===== config.mk =====
export PLATFORM = sky130hd
export DESIGN_NAME = sap_bus_arbiter
export DESIGN_NICKNAME = d
export VERILOG_FILES = /design/src/rtl/sap_bus_arbiter.sv
export SDC_FILE = /design/constraint.sdc
export NUM_CORES = 1
export LEC_CHECK = 0
export CORE_ASPECT_RATIO = 0.5
export CORE_MARGIN = 3
export CORE_UTILIZATION = 56
export DETAILED_ROUTE_END_ITERATION = 8
export GPL_TIMING_DRIVEN = 1
export HOLD_SLACK_MARGIN = 0.12
export PLACE_DENSITY = 0.84
export SYNTH_ARGS = -nofsm -noshare
export SYNTH_HDL_FRONTEND = slang
export SYNTH_SLANG_ARGS = --single-unit
export TNS_END_PERCENT = 30

===== constraint.sdc =====
create_clock -name clk -period 11.4 [get_ports clk]
set_clock_uncertainty 0.15 [all_clocks]
set_input_delay 2.28 -clock clk [delete_from_list [all_inputs] [get_ports clk]]
set_output_delay 2.28 -clock clk [all_outputs]
set_load 0.05 [all_outputs]

===== src/rtl/sap_bus_arbiter.sv =====
// sap_bus_arbiter
//   Registered arbiter for the shared SAP bus. N_SRC sources request a WIDTH-bit bus.
//   Each cycle one source is granted by fixed-priority or round-robin arbitration.
//   The current owner can hold the bus across cycles with lock. The controller can
//   override arbitration through the force path.
// Ports
//   clk        rising-edge clock
//   rst        asynchronous active-high reset
//   src_data   packed source data, source i at [i*WIDTH +: WIDTH]
//   req        per-source bus request
//   lock       current owner keeps the bus next cycle
//   force_en   controller override, selects force_sel this cycle
//   force_sel  source index used when force_en=1
//   gnt        registered one-hot grant, zero when idle or forced
//   bus_data   registered bus value
//   bus_valid  bus_data carries granted or validly forced data
//   bus_owner  index of the source currently on the bus
//   sel_err    one-cycle pulse when a forced index is out of range
module sap_bus_arbiter #(
  parameter int unsigned WIDTH       = 8,
  parameter int unsigned N_SRC       = 5,
  parameter int unsigned SEL_W       = 3,
  parameter int unsigned DEFAULT_SRC = 4,
  parameter int unsigned RR_MODE     = 1
) (
  input  logic                   clk,
  input  logic                   rst,
  input  logic [N_SRC*WIDTH-1:0] src_data,
  input  logic [N_SRC-1:0]       req,
  input  logic                   lock,
  input  logic                   force_en,
  input  logic [SEL_W-1:0]       force_sel,
  output logic [N_SRC-1:0]       gnt,
  output logic [WIDTH-1:0]       bus_data,
  output logic                   bus_valid,
  output logic [SEL_W-1:0]       bus_owner,
  output logic                   sel_err
);

  localparam logic [SEL_W-1:0] DEF_IDX = SEL_W'(DEFAULT_SRC);
  localparam logic [N_SRC-1:0] ONE_HOT = N_SRC'(1);

  typedef enum logic {
    IDLE  = 1'b0,
    OWNED = 1'b1
  } state_t;

  state_t             state_q;
  logic [N_SRC-1:0]   gnt_q;
  logic [WIDTH-1:0]   data_q;
  logic               valid_q;
  logic [SEL_W-1:0]   owner_q;
  logic               sel_err_q;
  logic [SEL_W-1:0]   rr_ptr_q;

  logic [SEL_W-1:0]   win_d;
  logic [SEL_W-1:0]   rr_ptr_d;
  logic               force_ok;
  logic               hold;

  // Loop-based mux keeps the source index width independent of the select width.
  function automatic logic [WIDTH-1:0] src_word(input logic [SEL_W-1:0] s);
    logic [WIDTH-1:0] r;
    r = '0;
    for (int unsigned i = 0; i < N_SRC; i++) begin
      if (SEL_W'(i) == s) r = src_data[i*WIDTH +: WIDTH];
    end
    return r;
  endfunction

  // Winner search. Round-robin starts at rr_ptr and wraps. Fixed priority starts at 0.
  always_comb begin
    logic         found;
    int unsigned  idx;
    int unsigned  nxt;
    found    = 1'b0;
    win_d    = '0;
    rr_ptr_d = rr_ptr_q;
    for (int unsigned i = 0; i < N_SRC; i++) begin
      idx = (RR_MODE != 0) ? int'(rr_ptr_q) + i : i;
      if (idx >= N_SRC) idx = idx - N_SRC;
      if (!found && req[SEL_W'(idx)]) begin
        found = 1'b1;
        win_d = SEL_W'(idx);
      end
    end
    nxt = int'(win_d) + 1;
    if (nxt >= N_SRC) nxt = 0;
    if (RR_MODE != 0) rr_ptr_d = SEL_W'(nxt);
  end

  assign force_ok = int'(force_sel) < N_SRC;
  // Lock only holds while an arbitrated owner still requests the bus.
  assign hold     = (state_q == OWNED) && lock && req[owner_q];

  always_ff @(posedge clk or posedge rst) begin
    if (rst) begin
      state_q   <= IDLE;
      gnt_q     <= '0;
      data_q    <= '0;
      valid_q   <= 1'b0;
      owner_q   <= DEF_IDX;
      sel_err_q <= 1'b0;
      rr_ptr_q  <= '0;
    end else begin
      sel_err_q <= 1'b0;
      if (force_en) begin
        // A forced transfer is not a grant: gnt clears and the FSM returns to IDLE.
        state_q <= IDLE;
        gnt_q   <= '0;
        if (force_ok) begin
          owner_q <= force_sel;
          data_q  <= src_word(force_sel);
          valid_q <= 1'b1;
        end else begin
          owner_q   <= DEF_IDX;
          data_q    <= src_word(DEF_IDX);
          valid_q   <= 1'b0;
          sel_err_q <= 1'b1;
        end
      end else if (hold) begin
        data_q <= src_word(owner_q);
      end else if (|req) begin
        state_q  <= OWNED;
        gnt_q    <= ONE_HOT << win_d;
        owner_q  <= win_d;
        data_q   <= src_word(win_d);
        valid_q  <= 1'b1;
        rr_ptr_q <= rr_ptr_d;
      end else begin
        state_q <= IDLE;
        gnt_q   <= '0;
        owner_q <= DEF_IDX;
        data_q  <= src_word(DEF_IDX);
        valid_q <= 1'b0;
      end
    end
  end

  assign gnt       = gnt_q;
  assign bus_data  = data_q;
  assign bus_valid = valid_q;
  assign bus_owner = owner_q;
  assign sel_err   = sel_err_q;

endmodule


==> results of run 1 <==
==> synthesized netlist by cell type (all sizes together), types with 11 or more instances <==
library cell,n
nand2,23
ha,13
mux2,22
clkbuf,20
nor2,27
a22oi,25
o21ai,33
inv,14
dfrtp,21
nor2b,11
mux4,11
a21oi,31
==> worst paths after layout <==
path,start,to,slack [ps],cells after the start
max,req[1],bus_data[7]$_DFF_PP0_,4530,17
min,gnt[1]$_DFFE_PP0P_,gnt[1]$_DFFE_PP0P_,370,1
max reg2reg,rr_ptr_q[0]$_DFFE_PP0P_,bus_data[7]$_DFF_PP0_,4890,18
min reg2reg,gnt[1]$_DFFE_PP0P_,gnt[1]$_DFFE_PP0P_,370,1
max in group asynchronous,rst,bus_data[5]$_DFF_PP0_,8250,2
min in group asynchronous,rst,gnt[1]$_DFFE_PP0P_,2320,2
==> layer usage <==
layer / up-vias / routed length [um] / global-route usage (%)
met2: 239 / 4780 / 56.0
met3: 49 / 965 / 5.56
li1: 1510 / - / -
met1: 1622 / 3970 / 41.4
met4: 0 / 367 / 16.5
met5: - / 0 / 0
==> stage by stage <==
step	instances	setup slack [ps]	util, %	hold WS, ps
5_1_grt	486	4170	74.0	402
4_1_cts	486	4740	74.0	369
6_report	486	4530	74.0	370
3_5_place_dp	482	4540	72.6	334
3_3_place_gp	482	4610	72.6	331
2_1_floorplan	372	5690	-	561
==> critical path, cell delays in order <==
cell and delay, ps:
clkdlybuf4s50_1 570, mux2_4 350, mux4_2 490, o211a_2 160, nand2b_1 160, or2_2 320
nand3b_1 210, o31ai_2 150, inv_1 150, ha_1 410, nor2_1 700, a22oi_1 150
nor2_1 130, a21oi_1 50, o21ai_0 220, nand3_1 120, o221ai_1 240
==> sequential cells by signal, indices dropped and copies added (netlist names) <==
name	flops
gnt	5
state_q	1
sel_err	1
bus_owner	3
rr_ptr_q	3
bus_data	8
bus_valid	1
==> area by class of cell <==
type                            count  area [um2]  area share [%]
Multi-Input combinational cell    307        2300            61.2
Clock buffer                        3        41.3            1.10
Timing Repair Buffer               69         691            18.4
Clock inverter                      1        30.0           0.801
Sequential cell                    22         552            14.7
Tap cell                           70        87.6            2.34
Inverter                           14        52.6            1.40
==> cells in the final DEF (no fill, tap or decap), types with 11 or more instances in the layout <==
master | Yosys | final
clkdlybuf4s50_1 | 0 | 69
ha_1 | 13 | 13
mux2_2 | 21 | 21
mux4_2 | 11 | 11
inv_1 | 14 | 14
nor2_1 | 27 | 27
o21ai_0 | 32 | 32
nor2b_1 | 11 | 11
a21oi_1 | 29 | 29
nand2_1 | 23 | 23
a22oi_1 | 25 | 25
dfrtp_1 | 21 | 21
==> cell families (layout without fill, tap and decap cells) <==
family / after synthesis / after routing / synth area share (%)
buffers and inverters: 43 / 87 / 5.83
muxes: 37 / 37 / 17.8
xor gates and xnor gates: 2 / 2 / 0.579
adders and majority gates: 14 / 14 / 6.04
AOI/OAI and AO/OA: 140 / 140 / 31.6
and+or+nand+nor: 114 / 114 / 19.9
DFF: 22 / 22 / 18.2
==> metrics.md, run 1 <==
| Metric | Value |
|---|---|
| Status | `completed` |
| # rows | `18` |
| Setup Buffers After CTS | `0` |
| Initial antenna violation count | `0` |
| Post-CTS Hold Fix Bufs | `0` |
| Ant diodes | `0` |
| Aggregate global routing overflow | `0` |
| Die Ht | `58.0 um` |
| Die area | `0.00637 mm2` |
| DR pass1 iterations | `5` |
| Reported max-cap violation count | `0` |
| Final setup viols | `0` |
| DP HPWL | `7.25 mm` |
| Antenna Nets Post-Route | `0` |
| Mapped Cells | `372` |
| Largest net degree at the start of global routing | `27` |
| CTS Sinks | `22` |
| Setup_tns | `0 ps` |
| DP Area | `0.00368 mm2` |
| Buffers added on ports | `69` |
| Area growth syn-to-layout | `24.0%` |
| Share of cells above drive strength 1 | `12.7%` |
| Synth top area cells | `dfrtp_1 (17%), mux4_2 (8.2%), mux2_2 (7.8%)` |
| Setup crit start kind | `primary input` |
| Yosys top cell area share | `17.4%` |
| Tmin final | `6870 ps` |
| 1st-iter DRT viols | `410` |
| CTS tree | `done` |
| Critical path type | `in2reg` |
| Final number of max-transition violations | `0` |
| Fillers | `379` |
| Core Region | `0.00507 mm2` |
| DRC viols | `0` |
| Clock Tree Buf Depth | `2` |
| Fin. Hold Viols | `0` |
| Via/cell ratio | `7.04` |
| H-tree depth | `1` |
| Root Driver | `clkbuf_8` |
| Top-Level Pins | `70` |
| Post-Syn Area | `0.00302 mm2` |
| Count of cell types in the netlist | `66` |
| Post-Route WL | `10.1 mm` |
| Worst EP arrival | `6880 ps` |
| Total track usage | `33.1%` |
| Placer congestion estimate | `0.985` |
| Design Area, Final | `0.00375 mm2` |
| EDFF count, synth | `0` |
| Syn_area_per_cell | `8.13 um2` |
| Total CTS buffers | `3` |
| RSZ-0062 raised after global routing | `no` |
| Vias in the first global route | `3,506` |
| Routed length per placed instance | `20.7 um` |
| Largest area contributor in the netlist | `dfrtp_1` |
| Crit path required time | `11,410 ps` |
| Mapped Nets | `438` |
| Async S/R FF share, synth | `100%` |
| Vias after detailed routing | `3,420` |
| Initial Utilization | `59.7%` |
| Most used DFF post-synth | `dfrtp_1` |
| Global-route wire length before repair | `16.8 mm` |
| Crit Path Max Fanout | `10` |
| Worst Tran Pin Value | `1010 ps` |
| Max Freq | `146 MHz` |
| Seq/Total Area, Yosys | `18.2%` |
| Final Cycle Share | `60.2%` |
| Post-CTS Resized | `0` |
| Worst setup EP type | `flip-flop` |
| Clk_lat worst skew | `270 ps` |
| Max-slew headroom | `32.6%` |
| HP Class | `reg2reg` |
| Synthesized flop and latch total | `22` |
| Clk slew on worst S/H paths | `80 ps` |
| Fin nets | `483` |
| Yosys warnings | `0` |
| Die width | `110 um` |
Power of run 1 is left out: the tool's default activity adds up to more than one toggle a clock period on the data nets, which glitch-free logic cannot reach.
==> inputs of run 2 (changes only) <==
--- a/config.mk
+++ b/config.mk
@@ -7,11 +7,11 @@
 export LEC_CHECK = 0
 export CORE_ASPECT_RATIO = 0.5
 export CORE_MARGIN = 3
-export CORE_UTILIZATION = 56
+export CORE_UTILIZATION = 52
 export DETAILED_ROUTE_END_ITERATION = 8
 export GPL_TIMING_DRIVEN = 1
 export HOLD_SLACK_MARGIN = 0.12
-export PLACE_DENSITY = 0.84
+export PLACE_DENSITY = 0.79
 export SYNTH_ARGS = -nofsm -noshare
 export SYNTH_HDL_FRONTEND = slang
 export SYNTH_SLANG_ARGS = --single-unit
==> constraint.sdc (replaced) <==
create_clock -name clk -period 6.9 [get_ports clk]
set_clock_uncertainty 0.15 [all_clocks]
set_input_delay 1.38 -clock clk [delete_from_list [all_inputs] [get_ports clk]]
set_output_delay 1.38 -clock clk [all_outputs]
set_load 0.05 [all_outputs]
==> run 2 against run 1 <==
  * Worst setup slack got worse by 3500 ps
  * First-iteration DRC count shrank 4.9%
  * Sequential cell count unchanged
  * Worst hold slack got worse by 15 ps
  * Die area grew 7.1%
  * Utilization fell by 1.6 points
  * Final area increased by 1.3%
  * Non-clock buffer count grew 2
  * Cell count grew 0.41%
  * Global-route usage decreased by 3.5 points
  * Critical path type unchanged
==> metrics.md, run 2 (synthesis gave the netlist of run 1 again) <==
| Metric | Value |
|---|---|
| Worst path most repeated cell | `nor2_1 (unchanged)` |
| Initial Utilization | `57.6% (was 59.7%)` |
| Setup crit start kind | `primary input (unchanged)` |
| Most frequent cells in the layout | `clkdlybuf4s50_1 (69), o21ai_0 (32), a21oi_1 (29), nor2_1 (27), a22oi_1 (25) (unchanged)` |
| Worst setup EP type | `flip-flop (unchanged)` |
| 1st-iter DRT viols | `390 (was 410)` |
| Final setup viols | `0 (unchanged)` |
| Antenna Nets Post-Route | `0 (unchanged)` |
| Max-slew headroom | `35.2% (was 32.6%)` |
| Final Cycle Share | `85.0%` |
| RSZ-0062 raised after global routing | `no (unchanged)` |
| Fin nets | `485 (was 483)` |
| CTS tree | `done (unchanged)` |
| HP Class | `reg2reg (unchanged)` |
| Post-Route WL | `9.84 mm (was 10.1 mm)` |
| Vias in the first global route | `3,342 (was 3,506)` |
| Fin. Hold Viols | `0 (unchanged)` |
| Clock Tree Buf Depth | `2 (unchanged)` |
| Max Freq | `170 MHz` |
| Worst Tran Pin Value | `969 ps (was 1010 ps)` |
| DRC viols | `0 (unchanged)` |
| Tmin final | `5870 ps` |
| Total CTS buffers | `3 (unchanged)` |
| Buffers added on ports | `69 (unchanged)` |
| Global-route wire length before repair | `16.0 mm (was 16.8 mm)` |
| Largest stage delay on the critical path | `750 ps (was 700 ps)` |
| Reported max-cap violation count | `0 (unchanged)` |
| Commonest non-fill, non-tap cell in the layout | `clkdlybuf4s50_1 (unchanged)` |
| Register Area | `552 um2 (unchanged)` |
| Placer congestion estimate | `0.898 (was 0.985)` |
| Aggregate global routing overflow | `0 (unchanged)` |
| Post-CTS Resized | `0 (unchanged)` |
| Status | `completed (unchanged)` |
| Die width | `114 um (was 110 um)` |
| Clk slew on worst S/H paths | `60 ps (was 80 ps)` |
| Critical-path top delay cell | `nor2_1 (unchanged)` |
| Post-CTS Hold Fix Bufs | `0 (unchanged)` |
| Fillers | `390 (was 379)` |
| DP HPWL | `7.00 mm (was 7.25 mm)` |
| Worst EP arrival | `5870 ps (was 6880 ps)` |
| DR pass1 iterations | `6 (was 5)` |
| Area growth syn-to-layout | `25.6% (was 24.0%)` |
| Top-Level Pins | `70 (unchanged)` |
| Worst-path cell chain | `clkdlybuf4s50_1 -> mux2_4 -> mux4_2 -> o211a_2 -> nand2b_1 -> or2_2 -> nand3b_1 -> o31ai_2 -> inv_1 -> ha_1 -> nor2_1 -> a22oi_1 -> nor2_1 -> a21oi_1 -> o21ai_0 -> nand3_1 -> o221ai_1 (unchanged)` |
| Crit path required time | `6910 ps (was 11,410 ps)` |
| Max FFs per register | `8 (unchanged)` |
| Core Region | `0.00525 mm2 (was 0.00507 mm2)` |
| Setup Buffers After CTS | `0 (unchanged)` |
| Crit Path Max Fanout | `10 (unchanged)` |
| Total track usage | `29.6% (was 33.1%)` |
| Critical path type | `in2reg (unchanged)` |
| Largest net degree at the start of global routing | `27 (unchanged)` |
| Die area | `0.00682 mm2 (was 0.00637 mm2)` |
| Die Ht | `59.9 um (was 58.0 um)` |
| Share of cells above drive strength 1 | `13.2% (was 12.7%)` |
| Final number of max-transition violations | `0 (unchanged)` |
| # rows | `18 (unchanged)` |
| Top cell family by delay on the critical path | `simple AND/OR/NAND/NOR gates (unchanged)` |
| Vias after detailed routing | `3,346 (was 3,420)` |
| Initial antenna violation count | `0 (unchanged)` |
| CTS Sinks | `22 (unchanged)` |
| Setup_tns | `0 ps (unchanged)` |
| Clk_lat worst skew | `260 ps (was 270 ps)` |
| CP bufs+invs | `2 (unchanged)` |
| Root Driver | `clkbuf_16 (was clkbuf_8)` |
| Routed length per placed instance | `20.2 um (was 20.7 um)` |
| Multi-input gate area | `0.00230 mm2 (unchanged)` |
| Ant diodes | `0 (unchanged)` |
| H-tree depth | `1 (unchanged)` |
| Via/cell ratio | `6.86 (was 7.04)` |
## run 2: changes by cell type in the layout (fill, tap and decap cells not counted)
cell | before | now
buf_4 | 0 | 2
clkbuf_8 | 3 | 0
clkbuf_16 | 0 | 3
## run 2: worst paths after layout
check	slack, ps	end	depth (start not counted)	start
hold / removal	350	gnt[2]$_DFFE_PP0P_	1	gnt[2]$_DFFE_PP0P_
setup / recovery	1030	bus_data[7]$_DFF_PP0_	17	req[1]
hold reg to reg	350	gnt[2]$_DFFE_PP0P_	1	gnt[2]$_DFFE_PP0P_
max in group asynchronous	4580	bus_data[3]$_DFF_PP0_	2	rst
setup reg to reg	1240	bus_data[7]$_DFF_PP0_	19	rr_ptr_q[1]$_DFFE_PP0P_
min in group asynchronous	1470	gnt[2]$_DFFE_PP0P_	2	rst
## run 2: layout make-up
class	count	area share (%)
Clock buffer	3	1.98
Clock inverter	1	0.791
Inverter	14	1.38
Multi-Input combinational cell	307	60.4
Sequential cell	22	14.5
Tap cell	70	2.31
Timing Repair Buffer	71	18.6
## run 2: worst register-to-register path, stage by stage (launching register included)
cell,delay [ps]
dfrtp_1,330
buf_4,220
inv_1,190
ha_1,710
inv_1,300
o32a_1,380
o311ai_0,90
o31ai_1,190
nor4b_1,550
nand3b_1,160
o31ai_2,140
inv_1,160
ha_1,420
nor2_1,750
a22oi_1,150
nor2_1,130
a21oi_1,50
o21ai_0,200
nand3_1,100
o221ai_1,210
## run 2: through the flow
step                std cells  hold WS [ps]  instance area (um2)  utilization, %  worst slack (ps)
CTS                       488           354                 3800            72.4              1130
global route              488           386                 3800            72.4               813
floorplan                 372           561                 3020               -              2090
detailed placement        484           332                 3690            70.4               867
global placement          484           333                 3690            70.4               987
finish                    488           355                 3800            72.4              1030
## run 2: routing by layer
metal	GRT usage, %	vias up	part of all wire, %
met5	0	-	0
met3	4.25	29	9.5
met1	38.5	1582	41
met2	50.5	211	47
li1	-	1524	-
met4	12.5	0	2.4
Power of run 2 is left out for the same reason.
==> inputs of run 3 (changes only) <==
--- a/config.mk
+++ b/config.mk
@@ -10,7 +10,6 @@
 export CORE_UTILIZATION = 52
 export DETAILED_ROUTE_END_ITERATION = 8
 export GPL_TIMING_DRIVEN = 1
-export HOLD_SLACK_MARGIN = 0.12
 export PLACE_DENSITY = 0.79
 export SYNTH_ARGS = -nofsm -noshare
 export SYNTH_HDL_FRONTEND = slang
==> results of run 3 <==
No change in the layout: final DEF, timing and power equal those of run 2.
Power of run 3 is left out for the same reason.
==> RTL change (flow settings as in run 2) <==
Register the output `sel_err` once more, cleared by the reset; this adds one clock of latency there. The other outputs are not delayed to match. Comments in the files are not updated.
--- a/src/rtl/sap_bus_arbiter.sv
+++ b/src/rtl/sap_bus_arbiter.sv
@@ -142,5 +142,11 @@
   assign bus_valid = valid_q;
   assign bus_owner = owner_q;
-  assign sel_err   = sel_err_q;
+  always_ff @(posedge clk or posedge rst) begin
+    if (rst) begin
+      sel_err <= '0;
+    end else begin
+      sel_err <= sel_err_q;
+    end
+  end
 
 endmodule
Check against the original RTL: not equivalent (a bounded check fails within 4 cycles, from zero or initial values and one cycle with rst high).
==> RTL change against run 2 <==
Synthesized area rose by 15%; wire length rose by 17%; hold slack got worse by 0.15 ns; worst setup slack improved by 0.072 ns; first-iteration DRC count rose by 26%; cell count rose by 9.8%; register-to-register slack got worse by 0.13 ns; utilization fell by 4.8 points; design area rose by 12%; sequential cell count rose by 1; critical path type is now reg -> reg; largest cell class unchanged; highest routed layer unchanged.
==> RTL change: results (changes against run 2) <==
The tools report the via count of the first global-routing pass as 3,779 (+13%). Fraction of met2 tracks used by global routing: 0.509 (+0.00433). The number of synthesized register bits is 23 (+4.5%). The sequential area share after synthesis was 0.165 (-0.0171).

The final weighted congestion in routability-driven placement is 0.976 (+8.7%), and the filler cell count in the final layout is 513 (+32%). The length of the first detailed-routing pass in iterations was 5 (-1); the clock-cell share of area was 0.0189 (-0.00881). The tools report the cell chosen for the clock root as clkbuf_16. The number of non-clock inverters in the layout is 20 (+6). The run finished with clean final reports. The data arrival time of the critical path is 5.80 ns (-0.07 ns). The aggregate routed wire length was 11,500 microns (+17%); the net total in the final layout was 516 (+6.4%). The critical path's largest stage delay was 0.68 ns (-0.07 ns). The later pin in the worst-skew pair is clocked with a latency of 0.25 ns.

The most critical setup path has its startpoint at rr_ptr_q[1]$_DFFE_PP0P_. The run gives 492 (+26%) as the iteration-0 DRC count of the detailed router. The fraction of area in non-clock buffers was 0.170 (-0.0161); the fraction of met3 tracks used by global routing was 0.0442 (+0.00174). The wire length on met1 is 4610 microns (+14%). The master of the slowest instance on the critical path is dfrtp_1. The global-route wire length before repair is 18,900 microns (+18%), and the slew of the pin with the lowest slew margin is 0.917 ns (-0.0522 ns). The half-perimeter wire length after placement was 8260 microns (+18%). Largest net degree at the start of global routing: 28 (+3.7%). Sorting the synthesized cells by area gives the leading types as dfrtp_1 (16%), mux4_2 (7.7%), ha_1 (5.0%), mux2_2 (4.8%), nand2_1 (4.8%).

Routed wire length on met2: 5490 microns (+19%). The run gives 76 (+15%) as the count of distinct cell types in the synthesized netlist. The global-route track usage on met1 came out at 0.378 (-0.00685). The fraction of registers with async set/reset is 1.00 (unchanged). The tools report the combined flip-flop and latch cell area as 577 sq um (+4.5%).

The gate family responsible for the most delay along the worst path is compound AO/OA/AOI/OAI gates. The worst hold path begins at sel_err_q$_DFF_PP0_. The count of non-CTS buffers in the layout is 73 (+2.8%).

For the multi-input combinational cell count, the log shows 328 (+6.8%). The mean number of vias per cell is 6.97 (+1.6%). Among all flip-flop cells after synthesis, the most frequent one is dfrtp_1. Sorting the synthesized cells by how often they occur yields nand2_1 (45), a21oi_1 (25), o21ai_0 (24). For the setup slack after placement, the log shows 1.22 ns (+0.356 ns). The overall fraction of global-route tracks in use is 0.300 (+0.00384), and the net count after synthesis is 468 (+6.8%). The met3 wire length was 1050 microns (+13%); the maximum fanout encountered on the critical timing path was 12 (+2).
-- RTL change: cell types whose count changed after synthesis, sizes merged, moves of 9 or more --
cell | run 2 | this run
nand2 | 23 | 46
a211oi | 0 | 10
nand2b | 7 | 16
o21ai | 33 | 24
o41ai | 0 | 9
-- RTL change: per-stage QoR --
stage | cells | hold slack (ns) | util | area [sq um]
after detailed placement | 532 | 0.190 | 0.663 | 4170
after global routing | 536 | 0.220 | 0.676 | 4250
final | 536 | 0.202 | 0.676 | 4250
after CTS | 536 | 0.205 | 0.676 | 4250
after floorplan | 401 | 0.181 | - | 3490
after global placement | 532 | 0.182 | 0.663 | 4170
-- RTL change: worst paths after layout --
check,endpoint,slack [ns],cells after the start
hold reg to reg,sel_err$_DFF_PP0_,0.20,0
setup reg to reg,bus_data[7]$_DFF_PP0_,1.11,18
hold / removal,sel_err$_DFF_PP0_,0.20,0
max in group asynchronous,gnt[1]$_DFFE_PP0P_,4.57,2
min in group asynchronous,bus_data[4]$_DFF_PP0_,1.47,2
setup / recovery,bus_data[7]$_DFF_PP0_,1.11,18
-- RTL change: kinds of logic (layout without fill, tap and decap cells) --
logic type / count (synthesis) / count (layout) / synth area share
mux: 34 / 34 / 0.146
flops: 23 / 23 / 0.165
buf+inv: 50 / 97 / 0.0667
fa+ha+maj: 15 / 15 / 0.0560
simple gates: 119 / 119 / 0.174
compound gates: 158 / 158 / 0.387
xor+xnor: 2 / 2 / 0.00502
-- RTL change: power by group through the flow --
stage / clock, mW / combinational [mW] / sequential (mW)
after floorplan: 0 / 1.63 / 0.361
after CTS: 0.131 / 2.20 / 0.267
after global routing: 0.137 / 2.42 / 0.276
after detailed placement: 0 / 2.19 / 0.270
final: 0.130 / 2.26 / 0.271
after global placement: 0 / 2.15 / 0.266
